## src/rtl/data_cache_ctrl.sv

```systemverilog
// Direct-mapped window cache controller with DDR writeback/refill bursts.
// Optional hit/miss statistics counters: define DATA_CACHE_STATS_EN.
module data_cache_ctrl #(
  parameter int DATA_CACHE_DEPTH = 16,
  parameter int ADDR_WIDTH_MEM   = 16,
  parameter int DDR_ADDR_WIDTH   = 28,
  parameter int IDX_WIDTH        = 4
) (
  input  logic                      clk,
  input  logic                      rst,
  input  logic                      req_valid,
  input  logic                      req_write,
  input  logic [ADDR_WIDTH_MEM-1:0] req_addr,
  output logic                      req_ready,
  output logic                      resp_valid,
  output logic                      resp_miss,
  output logic [IDX_WIDTH-1:0]      resp_idx,
  output logic [15:0]               tag_data,
  output logic                      ddr_rd_req,
  output logic [DDR_ADDR_WIDTH-1:0] ddr_rd_addr,
  input  logic                      rd_burst_data_valid,
  input  logic                      rd_burst_finish,
  output logic                      ddr_wr_req,
  output logic [DDR_ADDR_WIDTH-1:0] ddr_wr_addr,
  input  logic                      wr_burst_data_req,
  input  logic                      wr_burst_finish,
  output logic                      cache_we,
  output logic [IDX_WIDTH-1:0]      cache_waddr,
`ifdef DATA_CACHE_STATS_EN
  output logic [15:0]               hit_cnt,
  output logic [15:0]               miss_cnt,
`endif
  output logic [IDX_WIDTH-1:0]      cache_raddr
);

  localparam logic [2:0] S_IDLE  = 3'd0;
  localparam logic [2:0] S_CHECK = 3'd1;
  localparam logic [2:0] S_RESP  = 3'd2;
  localparam logic [2:0] S_WB    = 3'd3;
  localparam logic [2:0] S_FILL  = 3'd4;

  localparam int AW1 = ADDR_WIDTH_MEM + 1;
  localparam int CW  = IDX_WIDTH + 1;
  localparam logic [CW-1:0] CNT_FULL = CW'(DATA_CACHE_DEPTH);
  localparam logic [CW-1:0] CNT_LAST = CW'(DATA_CACHE_DEPTH - 1);

  logic [2:0]                r_state;
  logic [ADDR_WIDTH_MEM-1:0] r_addr;
  logic                      r_write;
  logic [15:0]               r_tag;
  logic                      r_valid;
  logic                      r_dirty;
  logic [CW-1:0]             r_cnt;
  logic                      r_miss;
  logic [IDX_WIDTH-1:0]      r_idx;

  logic [AW1-1:0]       w_addr_ext;
  logic [AW1-1:0]       w_tag_ext;
  logic [AW1-1:0]       w_lim;
  logic                 w_hit;
  logic [IDX_WIDTH-1:0] w_idx;

  // Window bound is one bit wider so a tag near the top cannot wrap.
  always_comb begin
    w_addr_ext = {1'b0, r_addr};
    w_tag_ext  = AW1'(r_tag);
    w_lim      = w_tag_ext + AW1'(DATA_CACHE_DEPTH);
    w_hit      = r_valid && (w_addr_ext >= w_tag_ext)
                 && (w_addr_ext < w_lim);
    w_idx      = r_addr[IDX_WIDTH-1:0] - r_tag[IDX_WIDTH-1:0];
  end

  // Strobes decode straight from state so reset clears them at once.
  always_comb begin
    req_ready   = (r_state == S_IDLE);
    resp_valid  = (r_state == S_RESP);
    resp_miss   = r_miss;
    resp_idx    = r_idx;
    tag_data    = r_tag;
    ddr_rd_req  = (r_state == S_FILL);
    ddr_rd_addr = DDR_ADDR_WIDTH'(r_addr) << 3;
    ddr_wr_req  = (r_state == S_WB);
    ddr_wr_addr = DDR_ADDR_WIDTH'(r_tag) << 3;
    cache_we    = (r_state == S_FILL) && rd_burst_data_valid
                  && (r_cnt < CNT_FULL);
    cache_waddr = r_cnt[IDX_WIDTH-1:0];
    cache_raddr = r_cnt[IDX_WIDTH-1:0];
  end

  // Controller FSM, tag/valid/dirty state and burst beat counter.
  always_ff @(posedge clk or negedge rst) begin
    if (!rst) begin
      r_state <= S_IDLE;
      r_addr  <= '0;
      r_write <= 1'b0;
      r_tag   <= '0;
      r_valid <= 1'b0;
      r_dirty <= 1'b0;
      r_cnt   <= '0;
      r_miss  <= 1'b0;
      r_idx   <= '0;
    end else begin
      case (r_state)
        S_IDLE: begin
          if (req_valid) begin
            r_addr  <= req_addr;
            r_write <= req_write;
            r_state <= S_CHECK;
          end
        end
        S_CHECK: begin
          r_cnt <= '0;
          if (w_hit) begin
            r_miss  <= 1'b0;
            r_idx   <= w_idx;
            r_state <= S_RESP;
          end else if (r_valid && r_dirty) begin
            r_state <= S_WB;
          end else begin
            r_state <= S_FILL;
          end
        end
        S_WB: begin
          if (wr_burst_finish) begin
            r_cnt   <= '0;
            r_state <= S_FILL;
          end else if (wr_burst_data_req && (r_cnt < CNT_LAST)) begin
            r_cnt <= r_cnt + 1'b1;
          end
        end
        S_FILL: begin
          if (rd_burst_data_valid && (r_cnt < CNT_FULL))
            r_cnt <= r_cnt + 1'b1;
          if (rd_burst_finish) begin
            r_tag   <= 16'(r_addr);
            r_valid <= 1'b1;
            r_dirty <= r_write;
            r_miss  <= 1'b1;
            r_idx   <= '0;
            r_state <= S_RESP;
          end
        end
        S_RESP: begin
          if (r_write)
            r_dirty <= 1'b1;
          r_state <= S_IDLE;
        end
        default: r_state <= S_IDLE;
      endcase
    end
  end

`ifdef DATA_CACHE_STATS_EN
  // Saturating hit/miss counters, bumped once per response.
  always_ff @(posedge clk or negedge rst) begin
    if (!rst) begin
      hit_cnt  <= '0;
      miss_cnt <= '0;
    end else if (r_state == S_RESP) begin
      if (r_miss) begin
        if (miss_cnt != 16'hFFFF)
          miss_cnt <= miss_cnt + 16'd1;
      end else begin
        if (hit_cnt != 16'hFFFF)
          hit_cnt <= hit_cnt + 16'd1;
      end
    end
  end
`endif

endmodule

```

## config.mk

```make
export PLATFORM = sky130hd
export DESIGN_NAME = data_cache_ctrl
export DESIGN_NICKNAME = d
export VERILOG_FILES = /design/src/rtl/data_cache_ctrl.sv
export SDC_FILE = /design/constraint.sdc
export NUM_CORES = 1
export LEC_CHECK = 0
export CAP_MARGIN = 20
export CORE_UTILIZATION = 49
export DETAILED_ROUTE_END_ITERATION = 10
export GPL_ROUTABILITY_DRIVEN = 0
export PLACE_DENSITY = 0.86
export SLEW_MARGIN = 20
export SYNTH_ARGS = -nofsm -noshare
export SYNTH_HDL_FRONTEND = slang
export SYNTH_SLANG_ARGS = --single-unit
```

## constraint.sdc

```tcl
create_clock -name clk -period 8.75 [get_ports clk]
set_clock_uncertainty 0.15 [all_clocks]
set_input_delay 0.875 -clock clk [delete_from_list [all_inputs] [get_ports clk]]
set_output_delay 0.875 -clock clk [all_outputs]
set_load 0.01 [all_outputs]
```

==> summary.md, run 1 <==
| Metric | Value |
|---|---|
| Status | finished clean |
| RSZ-0062 raised after global routing | no |
| Ant. Diodes | 0 |
| Main synth FF type | dfrtp_1 |
| Min cycle time layout | 3.321 ns |
| Post-layout util | 0.6326 |
| Via Count | 2629 |
| Worst-case reg-to-reg path depth | 11 |
| Number of synthesized register bits | 48 |
| CTS max path bufs | 2 |
| Synth Instances | 348 |
| P per Cell Area | 369.3 nW/um2 |
| Setup Fix Bufs, Post-CTS | 0 |
| Initial core utilization | 0.5110 |
| RR Endpoint | r_state[0] |
| Die area | 6990 um2 |
| DR iter-0 viols | 135 |
| # setup viols final | 0 |
| Clk root buf | clkbuf_8 |
| Worst endpoint data arrival time | 3.36 ns |
| Fin Setup TNS | 0 ns |
| Rel. slew slack | 0.3710 |
| ANT nets after route | 0 |
| Die H | 83.61 um |
| Hold depth | 1 |
| Tot Pwr | 1492 uW |
| Die W | 83.61 um |
| Final global-route overflow total | 0 |
| Slowest CP cell | dfrtp_1 |
| Max Cap Viol | 0 |
| Fin crit share | 0.3795 |
| Cell family with most CP delay | compound AO/OA/AOI/OAI gates |
| Reg2reg setup slack | 5.43 ns |
| Area grow syn2layout | 23.81% |
| Vias in the first global route | 2463 |
| Placed wire-length estimate | 5.503 mm |
| Clock sinks | 48 |
| Hold worst-path end | resp_miss |
| Filler cells | 531 |
| CTS buffer count | 5 |
| Worst-path fanout max | 7 |
| Max stage delay on crit path | 0.49 ns |
| Core area | 6386 um2 |
| Clk_lat worst skew | 0.30 ns |
| Worst hold start | resp_miss |
| CTS HTree Levels | 2 |
| Synth cell types | 49 |
| Syn avg cell area | 9.377 um2 |
| Commonest non-fill, non-tap cell in the layout | clkdlybuf4s50_1 |
| Number of port buffers | 89 |
| HP Class | reg -> reg |
| Leakage | 0.001793 uW |
| Final Hold Viols | 0 |
| TritonRoute pass-1 iters | 4 |
| Resized Gates After CTS | 0 |
| Fin nets | 471 |
| Mapped Area | 3263 um2 |
| CP Buf/Inv Count | 1 |
| Slew Viols, Final | 0 |
| Crit. End Element | flip-flop |
| First-pass GRT wire length | 11.69 mm |
| Wire per inst | 14.60 um |
| I/O Pins | 114 |
| Commonest non-fill, non-tap cells in the layout | clkdlybuf4s50_1 (88), dfrtp_1 (48), nand2_1 (41), o21ai_0 (31), ha_1 (31) |
| DRT Wirelength | 7.181 mm |
| Sequential fraction of the synthesis area | 0.3681 |
| Layout cells sized above 1 | 0.07229 |
| Ys Warns | 0 |
| RR Startpoint | tag_data[6] |
| Hold-fix buffers, CTS | 0 |
| Critical Path Start Type | flip-flop |
| Critical path class | reg -> reg |
| CTS clk-pin slew, worst paths | 0.09 ns |
| Peak VDD IR | 0.1790 mV |
| Largest net degree at the start of global routing | 49 |
| Asr flop ratio synth | 1.000 |
| GR Util All Layers | 0.2093 |
| Worst Path Required | 8.79 ns |
| CTS tree | built |
| Via density per instance | 5.343 |
| FMAX | 301.1 MHz |
| Number of antenna violations at the first check in global routing | 0 |
| Post-synth EDFFs | 0 |
| Critical-path cell list | inv_1, nor4_1, nand4_1, xnor2_1, ha_1, a21oi_1, o21ai_0, a2111oi_0, a211oi_1, nand2b_2, a311o_1 |
| DRC viols | 0 |
| Least-Margin Pin Slew | 0.9434 ns |
| Core Rows | 29 |
==> cell type report <==
type                    count  area (um2)  area share
multi-input cells         247        1683      0.4165
clock buffers               6       72.57     0.01796
well taps                  77       96.34     0.02385
inverters                  23       86.33     0.02137
repair buffers             90       895.9      0.2217
flip-flops and latches     48        1201      0.2973
clock inverters             1       5.005    0.001239
==> cells in the mapped netlist (all sizes together), types with 2 or more instances <==
library cell  count  area share
mux2i             4       0.012
ha               31        0.12
a31oi             2      0.0038
dfrtp            48        0.37
o21ai            31       0.048
nor2             13       0.016
inv              23       0.026
nand3b            2      0.0058
buf              48        0.11
nor4              4       0.012
nand4             7       0.015
nand2            41       0.047
nand3             5      0.0077
clkbuf            5      0.0058
mux2             15       0.052
a21oi            18       0.028
nor3              4      0.0061
nor3b             2      0.0046
a21o              5       0.012
nor2b             4      0.0077
nand2b            4      0.0084
xnor2            10       0.027
o31ai             2      0.0046
==> stage by stage <==
step	hold WS [ns]	setup WS (ns)	area [um2]	cells
after floorplan	0.2995	5.798	3349	371
after global placement	0.3186	5.662	3960	485
after detailed placement	0.3237	5.488	3960	485
after CTS	0.3500	5.451	4038	492
after global routing	0.3707	5.176	4040	492
final	0.3468	5.429	4040	492
==> cells by family (layout without fill, tap and decap cells) <==
kind of cell | after synthesis | after routing | synth area share
other | 1 | 24 | 0.001149
and+or+nand+nor | 91 | 91 | 0.1419
xor gates and xnor gates | 11 | 11 | 0.02952
buffers and inverters | 76 | 120 | 0.1426
muxes | 19 | 19 | 0.06403
adders and majority gates | 32 | 32 | 0.1250
AOI/OAI and AO/OA | 70 | 70 | 0.1277
DFF | 48 | 48 | 0.3681
==> metal layers <==
metal	GRT usage	wire (um)	vias up
li1	-	-	1266
met1	0.2655	3065	1258
met2	0.3629	3671	92
met3	0.04055	330	13
met4	0.05855	114	0
met5	0	0	-
==> power breakdown <==
part           total, uW  switching, uW  internal (uW)
logic                916            434            482
registers            451            133            318
clock network        125           70.9           54.5
total               1490            638            854
==> state kept, by name, indices dropped and copies added (netlist names) <==
name	count
tag_data	16
r_valid	1
resp_idx	4
r_dirty	1
r_state	3
r_addr	16
resp_miss	1
r_write	1
r_cnt	5
==> how the worst max path moves through the flow <==
stage | slack, ns | end | start | depth (start not counted)
6_report | 5.43 | r_state[0] | tag_data[6] | 11
3_5_place_dp | 5.49 | r_state[0] | tag_data[6] | 11
4_1_cts | 5.45 | r_state[0] | tag_data[6] | 11
3_3_place_gp | 5.66 | r_state[0] | tag_data[6] | 11
5_1_grt | 5.18 | r_state[0] | tag_data[6] | 11
2_1_floorplan | 5.80 | r_state[0] | tag_data[6] | 11
Note: power is estimated with default switching activity, not from simulation.
==> run 2: changes to the inputs <==
--- a/config.mk
+++ b/config.mk
@@ -6,10 +6,10 @@
 export NUM_CORES = 1
 export LEC_CHECK = 0
 export CAP_MARGIN = 20
-export CORE_UTILIZATION = 49
+export CORE_UTILIZATION = 41
 export DETAILED_ROUTE_END_ITERATION = 10
 export GPL_ROUTABILITY_DRIVEN = 0
-export PLACE_DENSITY = 0.86
+export PLACE_DENSITY = 0.77
 export SLEW_MARGIN = 20
 export SYNTH_ARGS = -nofsm -noshare
 export SYNTH_HDL_FRONTEND = slang
==> constraint.sdc (replaced) <==
create_clock -name clk -period 3 [get_ports clk]
set_clock_uncertainty 0.15 [all_clocks]
set_input_delay 0.3 -clock clk [delete_from_list [all_inputs] [get_ports clk]]
set_output_delay 0.3 -clock clk [all_outputs]
set_load 0.01 [all_outputs]
==> run 2 against run 1 <==
Compared with the run above: non-clock buffer count grew 15; worst setup slack lost 5.3 ns; power grew to 3.1 times the previous value.
==> summary.md, run 2 (same netlist as run 1, synthesis figures left out) <==
| Metric | Value |
|---|---|
| Wire per inst | 13.41 um (was 14.60 um) |
| Layout cells sized above 1 | 0.1137 (was 0.07229) |
| Clk_lat worst skew | 0.30 ns (about the same) |
| DRC viols | 0 (unchanged) |
| Max stage delay on crit path | 0.36 ns (was 0.49 ns) |
| Number of antenna violations at the first check in global routing | 0 (unchanged) |
| Initial core utilization | 0.4223 (was 0.5110) |
| Peak VDD IR | 0.5619 mV (was 0.1790 mV) |
| CTS max path bufs | 2 (unchanged) |
| Sequential Power Share | 0.280 (was 0.302) |
| Critical Path Start Type | flip-flop (unchanged) |
| P per Cell Area | 1080 nW/um2 (was 369.3 nW/um2) |
| ANT nets after route | 0 (unchanged) |
| Place WS | -0.06930 ns (was 5.488 ns) |
| First-pass GRT wire length | 11.96 mm (was 11.69 mm) |
| Tot Pwr | 4572 uW (was 1492 uW) |
| CTS tree | built (unchanged) |
| HP Class | reg -> reg (unchanged) |
| Post-layout util | 0.5481 (was 0.6326) |
| Final global-route overflow total | 0 (unchanged) |
| Vias in the first global route | 2583 (was 2463) |
| Clock share of power | 0.083 (was 0.084) |
| Cell family with most CP delay | compound AO/OA/AOI/OAI gates (unchanged) |
| # setup viols final | 0 (unchanged) |
| Filler cells | 672 (was 531) |
| CTS HTree Levels | 2 (unchanged) |
| Min cycle time layout | 2.897 ns (was 3.321 ns) |
| Die W | 91.21 um (was 83.61 um) |
| Via Count | 2650 (was 2629) |
| Via density per instance | 4.972 (was 5.343) |
| Status | finished clean (unchanged) |
| Power share of the combinational group | 0.637 (was 0.614) |
| Number of port buffers | 89 (unchanged) |
| CP Buf/Inv Count | 1 (unchanged) |
| DR iter-0 viols | 83 (was 135) |
| Least-Margin Pin Slew | 0.6016 ns (was 0.9434 ns) |
| Die area | 8319 um2 (was 6990 um2) |
| Commonest non-fill, non-tap cells in the layout | clkdlybuf4s50_1 (88), dfrtp_1 (48), nand2_1 (41), ha_1 (31), o21ai_0 (30) (was clkdlybuf4s50_1 (88), dfrtp_1 (48), nand2_1 (41), o21ai_0 (31), ha_1 (31)) |
| Clock sinks | 48 (unchanged) |
| CTS buffer count | 5 (unchanged) |
| Largest net degree at the start of global routing | 49 (unchanged) |
| Rel. slew slack | 0.5989 (was 0.3710) |
| Leakage | 0.001900 uW (was 0.001793 uW) |
| DRT Wirelength | 7.150 mm (was 7.181 mm) |
| Worst-path fanout max | 3 (was 7) |
| Commonest non-fill, non-tap cell in the layout | clkdlybuf4s50_1 (unchanged) |
| I/O Pins | 114 (unchanged) |
| Fin nets | 486 (was 471) |
| Setup Fix Bufs, Post-CTS | 0 (unchanged) |
| Core Rows | 32 (was 29) |
| Critical path class | reg -> reg (unchanged) |
| CTS clk-pin slew, worst paths | 0.09 ns (about the same) |
| Worst endpoint data arrival time | 2.93 ns (was 3.36 ns) |
| Placed wire-length estimate | 5.599 mm (was 5.503 mm) |
| Clk root buf | clkbuf_8 (unchanged) |
| Final worst slack | 0.1026 ns (was 5.429 ns) |
| RSZ-0062 raised after global routing | yes (was no) |
| Area grow syn2layout | 29.79% (was 23.81%) |
| Int Power | 2632 uW (was 854.2 uW) |
| Sw Share | 0.4243 (was 0.4275) |
| Worst Path Required | 3.03 ns (was 8.79 ns) |
| Critical-path cell list | inv_1, nor4_4, nand2_1, nor2_1, xnor2_1, ha_1, a21o_1, a21oi_1, o21bai_1, o22ai_2, nand2b_4, a311o_1 (was inv_1, nor4_1, nand4_1, xnor2_1, ha_1, a21oi_1, o21ai_0, a2111oi_0, a211oi_1, nand2b_2, a311o_1) |
| Die H | 91.21 um (was 83.61 um) |
| Ant. Diodes | 0 (unchanged) |
| Fin crit share | 0.9658 (was 0.3795) |
| TritonRoute pass-1 iters | 5 (was 4) |
| Crit. End Element | flip-flop (unchanged) |
| GR Util All Layers | 0.1786 (was 0.2093) |
| Max Cap Viol | 0 (unchanged) |
| FMAX | 345.1 MHz (was 301.1 MHz) |
| Final Hold Viols | 0 (unchanged) |
| Slowest CP cell | dfrtp_1 (unchanged) |
| Slew Viols, Final | 0 (unchanged) |
| P_sw | 1940 uW (was 638.0 uW) |
| Core area | 7727 um2 (was 6386 um2) |
==> run 2: path summary, 6_finish.rpt <==
kind	cells after the start	start	slack, ns	to
max reg2reg	12	tag_data[7]	0.10	r_state[0]
max	12	tag_data[7]	0.10	r_state[0]
min reg2reg	1	r_valid	0.35	r_valid
min	1	r_valid	0.35	r_valid
min in group asynchronous	2	rst	0.41	tag_data[13]
max in group asynchronous	2	rst	1.89	tag_data[1]
==> run 2: layout make-up <==
cell class                 count  area, um2  area share
clock inverter                 3      18.77    0.004431
clock buffer                   5      68.82     0.01625
multi-input combinational    247       1722      0.4065
sequential                    48       1201      0.2836
timing repair buffer         105       1011      0.2387
inverter                      23      86.33     0.02038
tap                          102      127.6     0.03013
==> run 2: power groups by stage <==
| stage | Sequential, uW | Clock [uW] | Combinational, uW |
|---|---|---|---|
| after floorplan | 1340 | 0 | 1620 |
| after global placement | 1280 | 0 | 2740 |
| after detailed placement | 1290 | 0 | 2820 |
| after CTS | 1280 | 387 | 2850 |
| after global routing | 1330 | 422 | 3230 |
| final | 1280 | 379 | 2910 |
==> run 2: routing by layer <==
metal | vias up | routed length, um | track usage
met4 | 0 | 55 | 0.03042
met5 | - | 0 | 0
met2 | 87 | 3460 | 0.3125
li1 | 1300 | - | -
met1 | 1257 | 3306 | 0.2299
met3 | 6 | 327 | 0.03685
==> run 2: what timing repair did <==
action	in CTS	in global routing
endpoints found under the hold margin	0	48
resized for setup	1	7
pin swaps	1	4
setup endpoints to repair	6	6
hold buffers	0	1
==> run 2: through the flow <==
stage          instance area (um2)  hold slack, ns  setup TNS (ns)  std cells
5_1_grt                       4235          0.3687        -0.08945        533
2_1_floorplan                 3349         -0.1456               0        371
4_1_cts                       4190         0.08402               0        532
6_report                      4235          0.3467               0        533
3_5_place_dp                  4096          0.3229         -0.1051        524
3_3_place_gp                  4096          0.3242               0        524
